`config.mk`:
```
export PLATFORM = sky130hd
export DESIGN_NAME = alu_control_mc
export DESIGN_NICKNAME = d
export VERILOG_FILES = /design/src/rtl/alu_ctrl_pkg.sv /design/src/rtl/alu_ctrl_decode.sv /design/src/rtl/alu_control_mc.sv
export SDC_FILE = /design/constraint.sdc
export NUM_CORES = 1
export LEC_CHECK = 0
export CAP_MARGIN = 20
export CORE_ASPECT_RATIO = 1.4
export CORE_UTILIZATION = 40
export CTS_BUF_LIST = sky130_fd_sc_hd__clkbuf_4
export DETAILED_ROUTE_END_ITERATION = 10
export PLACE_DENSITY = 0.78
export REMOVE_ABC_BUFFERS = 1
export SLEW_MARGIN = 40
export SYNTH_ARGS = -nofsm -noshare
export SYNTH_HDL_FRONTEND = slang
export SYNTH_SLANG_ARGS = --single-unit
```
`constraint.sdc`:
```
create_clock -name clk -period 1.6 [get_ports clk]
set_input_delay 0.48 -clock clk [delete_from_list [all_inputs] [get_ports clk]]
set_output_delay 0.48 -clock clk [all_outputs]
set_load 0.005 [all_outputs]
```
`src/rtl/alu_ctrl_pkg.sv`:
```
// ALU control shared encodings: funct fields, ALU codes,
// alu_op classes, MDU ops, HI/LO select and decode bundle.
package alu_ctrl_pkg;

  localparam logic [5:0] F_SLL   = 6'd0;
  localparam logic [5:0] F_SRL   = 6'd2;
  localparam logic [5:0] F_SRA   = 6'd3;
  localparam logic [5:0] F_JR    = 6'd8;
  localparam logic [5:0] F_MFHI  = 6'd16;
  localparam logic [5:0] F_MFLO  = 6'd18;
  localparam logic [5:0] F_MULT  = 6'd24;
  localparam logic [5:0] F_MULTU = 6'd25;
  localparam logic [5:0] F_DIV   = 6'd26;
  localparam logic [5:0] F_DIVU  = 6'd27;
  localparam logic [5:0] F_ADD   = 6'd32;
  localparam logic [5:0] F_ADDU  = 6'd33;
  localparam logic [5:0] F_SUB   = 6'd34;
  localparam logic [5:0] F_SUBU  = 6'd35;
  localparam logic [5:0] F_AND   = 6'd36;
  localparam logic [5:0] F_OR    = 6'd37;
  localparam logic [5:0] F_XOR   = 6'd38;
  localparam logic [5:0] F_NOR   = 6'd39;
  localparam logic [5:0] F_SLT   = 6'd42;
  localparam logic [5:0] F_SLTU  = 6'd43;

  typedef enum logic [3:0] {
    C_AND  = 4'd0,
    C_OR   = 4'd1,
    C_ADD  = 4'd2,
    C_XOR  = 4'd3,
    C_SUB  = 4'd6,
    C_SLT  = 4'd7,
    C_SLTU = 4'd8,
    C_NOR  = 4'd12,
    C_SLL  = 4'd13,
    C_SRL  = 4'd14,
    C_SRA  = 4'd15
  } alu_code_e;

  typedef enum logic [1:0] {
    OP_ADD   = 2'd0,
    OP_SUB   = 2'd1,
    OP_RTYPE = 2'd2,
    OP_AND   = 2'd3
  } alu_op_e;

  typedef enum logic [1:0] {
    MDU_MULT  = 2'd0,
    MDU_MULTU = 2'd1,
    MDU_DIV   = 2'd2,
    MDU_DIVU  = 2'd3
  } mdu_op_e;

  typedef enum logic [1:0] {
    HL_ALU = 2'd0,
    HL_HI  = 2'd1,
    HL_LO  = 2'd2
  } hilo_e;

  typedef struct packed {
    alu_code_e ctrl;
    logic      jr;
    hilo_e     hilo;
    logic      mdu_req;
    mdu_op_e   mdu_op;
    logic      illegal;
  } dec_t;

endpackage

```
`src/rtl/alu_ctrl_decode.sv`:
```
// Combinational alu_op/funct decode into ALU code,
// jr, HI/LO select, MDU request and illegal flag.
module alu_ctrl_decode
  import alu_ctrl_pkg::*;
(
  input  logic [1:0] alu_op,
  input  logic [5:0] funct,
  output dec_t       dec
);

  always_comb begin
    dec = '{
      ctrl:    C_ADD,
      jr:      1'b0,
      hilo:    HL_ALU,
      mdu_req: 1'b0,
      mdu_op:  MDU_MULT,
      illegal: 1'b0
    };
    unique case (1'b1)
      (alu_op == OP_ADD): dec.ctrl = C_ADD;
      (alu_op == OP_SUB): dec.ctrl = C_SUB;
      (alu_op == OP_AND): dec.ctrl = C_AND;
      (alu_op == OP_RTYPE): begin
        unique case (funct)
          F_AND:          dec.ctrl = C_AND;
          F_OR:           dec.ctrl = C_OR;
          F_ADD, F_ADDU:  dec.ctrl = C_ADD;
          F_XOR:          dec.ctrl = C_XOR;
          F_SUB, F_SUBU:  dec.ctrl = C_SUB;
          F_SLT:          dec.ctrl = C_SLT;
          F_SLTU:         dec.ctrl = C_SLTU;
          F_NOR:          dec.ctrl = C_NOR;
          F_SLL:          dec.ctrl = C_SLL;
          F_SRL:          dec.ctrl = C_SRL;
          F_SRA:          dec.ctrl = C_SRA;
          F_JR:           dec.jr   = 1'b1;
          F_MFHI:         dec.hilo = HL_HI;
          F_MFLO:         dec.hilo = HL_LO;
          F_MULT, F_MULTU,
          F_DIV, F_DIVU: begin
            dec.mdu_req = 1'b1;
            // low funct bits line up with the MDU op order
            dec.mdu_op  = mdu_op_e'(funct[1:0]);
          end
          default:        dec.illegal = 1'b1;
        endcase
      end
      default: dec.ctrl = C_ADD;
    endcase
  end

endmodule

```
`src/rtl/alu_control_mc.sv`:
```
// Registered EX-stage ALU control with multi-cycle
// mult/div sequencing and pipeline stall.
module alu_control_mc
  import alu_ctrl_pkg::*;
#(
  parameter int CTRL_W     = 4,
  parameter int MUL_CYCLES = 4,
  parameter int DIV_CYCLES = 32,
  parameter int CNT_W      = 6
) (
  input  logic              clk,
  input  logic              reset,
  input  logic              valid_in,
  input  logic              flush,
  input  logic [1:0]        alu_op,
  input  logic [5:0]        funct,
  output logic [CTRL_W-1:0] alu_ctrl,
  output logic              jump_reg,
  output logic [1:0]        hilo_sel,
  output logic              mdu_start,
  output logic [1:0]        mdu_op,
  output logic              stall,
  output logic              valid_out,
  output logic              illegal
);

  typedef enum logic {IDLE, BUSY} state_e;

  state_e           state;
  logic [CNT_W-1:0] cnt;
  dec_t             dec;
  logic             accept;
  logic             launch;

  alu_ctrl_decode u_dec (
    .alu_op (alu_op),
    .funct  (funct),
    .dec    (dec)
  );

  assign stall  = (state == BUSY);
  assign accept = valid_in & ~stall & ~flush;
  assign launch = accept & dec.mdu_req;

  always_ff @(posedge clk) begin
    if (reset) begin
      state     <= IDLE;
      cnt       <= '0;
      alu_ctrl  <= '0;
      jump_reg  <= 1'b0;
      hilo_sel  <= '0;
      mdu_start <= 1'b0;
      mdu_op    <= '0;
      valid_out <= 1'b0;
      illegal   <= 1'b0;
    end else begin
      valid_out <= accept;
      alu_ctrl  <= accept ? CTRL_W'(dec.ctrl) : '0;
      jump_reg  <= accept & dec.jr;
      hilo_sel  <= accept ? dec.hilo : HL_ALU;
      illegal   <= accept & dec.illegal;
      mdu_start <= launch;
      mdu_op    <= launch ? dec.mdu_op : MDU_MULT;
      unique case (state)
        IDLE: begin
          if (launch) begin
            state <= BUSY;
            cnt   <= dec.mdu_op[1]
                     ? CNT_W'(DIV_CYCLES - 1)
                     : CNT_W'(MUL_CYCLES - 1);
          end
        end
        BUSY: begin
          cnt <= cnt - CNT_W'(1);
          if (cnt == CNT_W'(1)) state <= IDLE;
        end
        default: state <= IDLE;
      endcase
    end
  end

endmodule

```
==> flow_summary.ini <==
[sta]
setup_viol = 0
max_freq_mhz = 628
min_period_ns = 1.59
worstMarginPinSlew_ns = 0.306
finalHoldViolations = 0
fin_crit_sh = 0.995
finClkSkew_ns = 0.00201
finalMaxSlewViolations = 0
setup_ws_ns = 0.00862
slew_headroom = 0.794

[global_route]
overflow = 0
grt_max_degree = 12
grt_pass1_wl_um = 3710
antenna_found_initial = 0
grtUsageTotal = 0.183
first_global_vias = 945

[synthesis]
yosysTopAreaCell = dfxtp_1
synth_warnings = 0
yosysSeqAreaShare = 0.381
synth_cells = 113
async_flop_share = 0
netlist_area_um2 = 997
avgSynthCellArea_um2 = 8.82
ys_ff_latch = 19
synth_area_leaders = dfxtp_1 (38%), and2_1 (3.8%), a21oi_1 (3.0%)
synth_top_area_frac = 0.381
synth-edff-count = 0
synth_flop_cell = dfxtp_1
ys_types = 44

[die]
rows = 21
die_w_um = 44.2
io_pins = 25
core_area_mm2 = 0.00236
die_h_um = 61.1
start_util = 0.422
die_area_mm2 = 0.00270

[cts]
htree_levels = 1
insertion_delay_ns = 0.29
clk_pin_slew_ns = 0.11
numCtsBuffers = 3
cts_tree = built
clock_path_buffers = 2
cts-root-buf = clkbuf_4
holdBufCountCts = 0
cts.sinks = 19

[worst_setup_path]
worstSetupEndpointType = register
regToRegSetupSlack_ns = 0.22
worstSetupStartpoint = alu_op[0]
startpoint_type = primary input
crit_type = in2reg
cp.required_ns = 1.78
crit-reg2reg-capture = alu_ctrl[3]
arrival_ns = 1.78
worstRegToRegCells = 5
r2r-start = stall
cp_max_fo = 4

[min_path]
hold_class = reg2reg
hold-path-endpoint = cnt[5]
hold_path_depth = 2
worstHoldStart = cnt[5]

[final_layout]
largest_reg_flops = 6
antennaDiodeCount = 0
synthToLayoutAreaGrowth_pct = 45.7
stdcell_area_mm2 = 0.00145
biggestRegsByFlops = cnt: 6 flops, alu_ctrl: 4 flops
regMostFlops = cnt
layout-drive-gt1-share = 0.258
finalNetCount = 170

[placement]
place_congestion = 0.884
io_buffers = 24
dp_slack_ns = -0.364
dpl_cell_area_mm2 = 0.00136
place_hpwl_um = 1820

[routing]
drcViolationCount = 2
drt-wirelength-per-cell_um = 12.9
drt-total-wl_um = 2300
detail-route-antenna-nets = 0
drtIter0Drc = 17
vias_per_cell = 5.52
dr.pass1.iters = 7
vias = 983

[power]
power_density_mw_per_mm2 = 597
p_leak_nw = 0.762
ir_drop_uv = 336

[flow_run]
max-cap-violations = 0

[status]
violations = DRC
status = complete, but fails checks
cells by family after synthesis:
| group | count (synthesis) | share of synthesized area |
|---|---|---|
| flops | 19 | 0.381 |
| mux | 1 | 0.0100 |
| xor+xnor | 2 | 0.0176 |
| buf+inv | 13 | 0.0615 |
| compound gates | 24 | 0.164 |
| simple gates | 52 | 0.340 |
| fa+ha+maj | 2 | 0.0251 |
area by class of cell:
type                            instances  area, um2
Fill cell                             217        912
Timing Repair Buffer                   45        414
Clock buffer                            3       22.5
Clock inverter                          1       5.00
Tap cell                               23       28.8
Sequential cell                        19        384
Multi-Input combinational cell         81        576
Inverter                                6       22.5
worst max-delay path by stage:
stage / to / slack [ns] / depth (start not counted)
final: cnt[1] / 0.009 / 5
after global routing: cnt[2] / -0.005 / 5
after CTS: mdu_op[1] / 0.001 / 1
after detailed placement: cnt[2] / -0.36 / 5
after global placement: alu_ctrl[3] / -0.30 / 4
after floorplan: alu_ctrl[3] / 0.28 / 3
what timing repair did:
item                       in CTS  in global routing
setup endpoints to repair       9                 14
pin swaps                       1                  3
gates cloned                    0                  0
gates resized for setup         8                 14
buffers inserted                1                  2
worst max-delay path, cell delays in order:
cell,delay (ns)
clkdlybuf4s50_1,0.47
and4bb_2,0.29
and4_1,0.18
buf_4,0.13
o31a_1,0.23
layout by cell type, fill, tap and decap left out, types with 4 or more instances in the layout:
master	instances
a21oi_1	6
a31oi_1	4
and2_1	6
buf_4	21
clkdlybuf4s50_1	10
dfxtp_1	16
dlygate4sd2_1	5
dlymetal6s2s_1	9
inv_1	6
nand2_1	6
nand3_1	5
nor2_1	6
nor3_1	4
stage by stage:
step | hold WS, ns | instances | setup TNS (ns) | power [mW] | utilization
after floorplan | 0.442 | 106 | 0 | 0.539 | -
after global placement | 0.467 | 171 | -3.91 | 0.637 | 0.576
final | 0.483 | 178 | 0 | 0.868 | 0.614
after detailed placement | 0.473 | 171 | -4.68 | 0.641 | 0.576
after global routing | 0.511 | 178 | -0.00660 | 0.919 | 0.614
after CTS | 0.487 | 176 | 0 | 0.876 | 0.593
per-layer routing:
metal  vias to the layer above  track usage  wire [um]
met3                         2       0.0205        103
met5                         -            0          0
met4                         0       0.0996         12
li1                        487            -          -
met1                       460        0.190        919
met2                        34        0.351       1260
cells in the mapped netlist (all sizes together), types with 3 or more instances:
library cell   n
dfxtp         19
a21oi          6
and2           6
inv            6
nand2          6
nand3          6
nor2           6
nor3           5
a31oi          4
buf            4
nor2b          4
and3           3
clkbuf         3
o211ai         3
o21ai          3
power by group:
| part | leakage, nW | switching (mW) | internal, mW | total (mW) |
|---|---|---|---|---|
| logic | 0.590 | 0.0724 | 0.0838 | 0.156 |
| clock network | 0.0177 | 0.141 | 0.0928 | 0.233 |
| registers | 0.155 | 0.00151 | 0.477 | 0.478 |
| total | 0.762 | 0.214 | 0.653 | 0.868 |
Power figures use the tool's default switching activity.
==> RTL edit 1 (same settings) <==
Set the parameter `CTRL_W` to 5 (it was 4).
--- a/src/rtl/alu_control_mc.sv
+++ b/src/rtl/alu_control_mc.sv
@@ -3,7 +3,7 @@
 module alu_control_mc
   import alu_ctrl_pkg::*;
 #(
-  parameter int CTRL_W     = 4,
+  parameter int CTRL_W     = 5,
   parameter int MUL_CYCLES = 4,
   parameter int DIV_CYCLES = 32,
   parameter int CNT_W      = 6
Ports: changed (resized alu_ctrl); port bits go from 25 to 26. The function was not compared with the original's and may differ.
==> RTL edit 1 against the unedited design <==
  * Cell area grew 1.5%
  * Power is 3.2% higher
  * Setup slack improved by 0.051 ns
  * Highest routed layer unchanged
  * Synthesized area grew 1.1%
  * Sequential power about the same
  * Critical endpoint is now alu_ctrl[3]$_SDFF_PP0_
  * Clock skew up 0.014 ns
  * Sequential cell count unchanged
  * Maximum frequency up 3.3%
  * Critical path depth shrank 1
  * Routed wire length is 13% higher
==> RTL edit 1: results (changes against the unedited design) <==
* Status: complete, no violations
* Fraction of layout cells with a size suffix above 1 at 0.255 (-0.00329)
* Post-synthesis cell type count at 46 (+4.5%)
* Pre-CTS WS at -0.385 ns (-0.0214 ns)
* Ranking of synthesized cells by area: dfxtp_1, and2_1, a21oi_1, nand3_1, a31oi_1
* Leakage power at 0.713 nW (-6.4%)
* Main flop type after synthesis: dfxtp_1
* Inserted Clock Buffers at 3 (unchanged)
* DR pass1 iterations at 4 (-3)
* Filler cells at 216 (-0.46%)
* Placer's final routability congestion estimate at 0.905 (+2.4%)
* Post-DR vias/cell at 5.33 (-3.5%)
* Top Family by Delay on Critical Path: simple AND/OR/NAND/NOR gates
* Worst Hold Launch: cnt[5]$_SDFFE_PP0P_
* Clock transition at path regs at 0.12 ns
* Max-cap check violation count at 0 (unchanged)
* Post-synthesis sequential area ratio at 0.377 (-0.00426)
* Drt first-iter violations at 24 (+7)
* # nets final at 172 (+1.2%)
* WL per Instance at 13.6 µm (+5.1%)
* IO Port Bufs at 24 (unchanged)
* Antenna Cells at 0 (unchanged)
* Biggest regs: cnt (6), alu_ctrl (4)
* Gr usage total at 0.215 (+0.0317)
* Crit path arrival time at 1.75 ns (-0.03 ns)
* Antenna violations before repair at 0 (unchanged)
* Worst skew pair latency at 0.32 ns (+0.03 ns)
* Largest net degree at the start of global routing at 12 (unchanged)
* First-pass GRT wire length at 4.26 mm (+15%)
* CP Max Fanout at 4 (unchanged)
* Post-Synthesis Cells at 115 (+1.8%)
* R2r startpoint: stall$_SDFF_PP0_
* HPWL Detailed at 1.93 mm (+5.9%)
* Via count at 1018 (+3.6%)
* Period utilization at 0.963 (-0.0319)
* Peak supply drop at 0.386 mV (+15%)
* FF-to-FF path depth at 6 (+1)
* Capture point of the worst reg-to-reg path: cnt[4]$_SDFFE_PP0P_
* Placed Cells at 185 (+8.2%)
* Fin Clk Skew at 0.0156 ns (+0.0136 ns)
[RTL edit 1: per-layer routing]
| metal | GRT usage | up-vias | routed length [µm] |
|---|---|---|---|
| met1 | 0.211 | 478 | 1010 |
| met5 | 0 | - | 0 |
| met3 | 0.0411 | 7 | 123 |
| li1 | - | 496 | - |
| met4 | 0.134 | 0 | 60 |
| met2 | 0.405 | 37 | 1400 |
[RTL edit 1: repair_timing]
action,CTS,global route
resized for setup,17,10
pin swaps,2,2
endpoints found under the hold margin,0,0
setup endpoints to repair,14,10
buffers inserted,2,0
[RTL edit 1: logic make-up after synthesis]
logic type                 Yosys count  share of synthesized area
adders and majority gates            2                     0.0248
other                                1                    0.00372
muxes                                1                    0.00993
xor gates and xnor gates             2                     0.0174
buffers and inverters               14                     0.0682
and+or+nand+nor                     52                      0.336
AOI/OAI and AO/OA                   24                      0.163
DFF                                 19                      0.377
[RTL edit 1: worst max path at each step]
stage                                start                endpoint  cells after the start
global route                         reset  alu_ctrl[3]$_SDFF_PP0_                      4
floorplan                            flush  alu_ctrl[3]$_SDFF_PP0_                      3
finish                               reset  alu_ctrl[3]$_SDFF_PP0_                      4
CTS                 alu_ctrl[3]$_SDFF_PP0_             alu_ctrl[3]                      1
global placement                     flush  alu_ctrl[3]$_SDFF_PP0_                      4
detailed placement                funct[3]     cnt[2]$_SDFFE_PP0P_                      5
[RTL edit 1: power by group]
part | internal (mW) | switching, mW
Sequential | 0.477 | 0.00134
Combinational | 0.0844 | 0.0788
Clock | 0.0937 | 0.161
[RTL edit 1: through the flow]
step / hold WS (ns) / area (µm²) / TNS (ns) / utilization
finish: 0.489 / 1470 / 0 / 0.616
global route: 0.526 / 1470 / -0.0258 / 0.616
CTS: 0.490 / 1440 / -0.0218 / 0.600
detailed placement: 0.471 / 1400 / -4.76 / 0.583
global placement: 0.462 / 1400 / -4.18 / 0.583
floorplan: 0.442 / 962 / 0 / -
[RTL edit 1: worst register-to-register path: stages, from the launching register on]
cell	delay, ns
dfxtp_2	0.33
buf_4	0.14
buf_4	0.15
nor3b_2	0.23
nand3_1	0.20
o211ai_1	0.15
a31oi_1	0.10
[RTL edit 1: area by class of cell]
cell class,count,area (µm²),area share
tap,34,42.5,0.0289
inverter,6,22.5,0.0153
sequential,19,385,0.261
clock inverter,1,5.00,0.00340
timing repair buffer,46,405,0.275
multi-input combinational,82,591,0.401
clock buffer,3,22.5,0.0153
==> RTL edit 2 (config.mk and constraints unchanged) <==
Without the edit above. Reset style: asynchronous (`reset`), changed in one clocked block.
--- a/src/rtl/alu_control_mc.sv
+++ b/src/rtl/alu_control_mc.sv
@@ -42,7 +42,7 @@
   assign accept = valid_in & ~stall & ~flush;
   assign launch = accept & dec.mdu_req;
 
-  always_ff @(posedge clk) begin
+  always_ff @(posedge clk or posedge reset) begin
     if (reset) begin
       state     <= IDLE;
       cnt       <= '0;
Check against the original RTL: differs if reset is asserted again (counterexample within 4 cycles, from zero or initial values and one cycle with reset high); with reset held inactive, the same outputs for 10 cycles.
==> RTL edit 2 against the unedited design <==
  * The flow finishes with violations (negative setup slack)
  * Sequential cell count did not move
  * Cell area rose by 17%
  * Synthesized area rose by 7.3%
  * Setup slack got worse by 0.073 ns
  * Maximum frequency fell by 4.4%
  * Routed wire length rose by 27%
  * Count of clock-buffer cells in the layout rose by 1
  * Die area rose by 7.0%
  * Critical endpoint is now alu_ctrl[2]$_DFF_PP0_
  * Largest cell class unchanged
Power is not compared: it rests on default switching activity, and its combinational part moved more than twofold at a synthesized area within 25%.
==> RTL edit 2: results (changes against the unedited design) <==
* Status: finished, violations left
* Failing checks: negative setup slack
* Pre-CTS WS at -0.578 ns (-0.215 ns)
* CP Max Fanout at 3 (-1)
* Filler cells at 198 (-8.8%)
* Vias in the first global route at 1029 (+8.9%)
* Fin Clk Skew at 0.00926 ns (+0.00725 ns)
* Gr usage total at 0.208 (+0.0245)
* M1 GR Usage at 0.225 (+0.0346)
* Post-layout worst setup margin at -0.0648 ns (-0.0735 ns)
* Placed cell area at 0.00149 mm² (+9.5%)
* Fraction of layout cells with a size suffix above 1 at 0.345 (+0.0874)
* # nets final at 180 (+5.9%)
* Placer's final routability congestion estimate at 0.815 (-7.8%)
* Actual slew at the worst max-slew pin at 0.427 ns (+0.121 ns)
* Asr flop ratio synth at 1.00 (+1.00)
* Crit path arrival time at 1.88 ns (+0.10 ns)
* Met3 wire length at 76 µm (-26%)
* Endpoints failing setup at 8 (+8)
* HPWL Detailed at 1.94 mm (+6.5%)
* Post-synthesis sequential area ratio at 0.444 (+0.0630)
* Hold Crit Class: input pin to asynchronous set/reset pin
* Delay of the slowest critical-path stage at 0.41 ns (-0.06 ns)
* Via count at 1065 (+8.3%)
* Routed met1 length at 1.10 mm (+19%)
* Met2 routed WL at 1.66 mm (+32%)
* Inserted Clock Buffers at 3 (unchanged)
* Post-synthesis cell type count at 45 (+2.3%)
* DIE WIDTH at 45.7 µm (+3.4%)
* WL per Instance at 14.7 µm (+14%)
* M2 GR Usage at 0.377 (+0.0259)
* Critical Path Slowest Stage Cell: dfrtp_1
* First-pass GRT wire length at 4.42 mm (+19%)
* Worst skew pair latency at 0.31 ns (+0.02 ns)
* Drt first-iter violations at 19 (+2)
* Post-CTS Resized at 22 (+14)
* Largest net degree at the start of global routing at 20 (+8)
* Number of setup buffers added after CTS at 10 (+9)
[RTL edit 2: area by class of cell]
class | instances | area (µm²) | area share
repair buffers | 59 | 518 | 0.306
well taps | 34 | 42.5 | 0.0251
multi-input cells | 77 | 604 | 0.356
clock buffers | 4 | 30.0 | 0.0177
flip-flops and latches | 19 | 475 | 0.280
inverters | 6 | 25.0 | 0.0148
[RTL edit 2: cells by family after synthesis]
| kind of cell | synth area share |
|---|---|
| XOR/XNOR | 0.0164 |
| AO/OA/AOI/OAI | 0.170 |
| buffers and inverters | 0.0526 |
| multiplexers | 0.0187 |
| flip-flops | 0.444 |
| adder cells (fa/ha/maj) | 0.0234 |
| AND/OR/NAND/NOR | 0.275 |
[RTL edit 2: through the flow]
stage          utilization  std cells  setup TNS [ns]
6_report             0.686        199          -0.312
4_1_cts              0.645        197         -0.0763
3_5_place_dp         0.604        183           -8.59
3_3_place_gp         0.604        183           -7.69
2_1_floorplan            -        102          -0.576
5_1_grt              0.686        199          -0.857
[RTL edit 2: path summary, 6_finish.rpt]
check                                    from                    end  slack, ns  cells after the start
max in group asynchronous               reset     cnt[3]$_DFFE_PP0P_       0.92                      3
setup reg to reg              stall$_DFF_PP0_  alu_ctrl[2]$_DFF_PP0_      -0.06                      9
hold / removal                          reset     cnt[0]$_DFFE_PP0P_       0.47                      3
hold reg to reg            cnt[3]$_DFFE_PP0P_     cnt[3]$_DFFE_PP0P_       0.55                      1
setup / recovery              stall$_DFF_PP0_  alu_ctrl[2]$_DFF_PP0_      -0.06                      9
min in group clk           cnt[3]$_DFFE_PP0P_     cnt[3]$_DFFE_PP0P_       0.55                      1
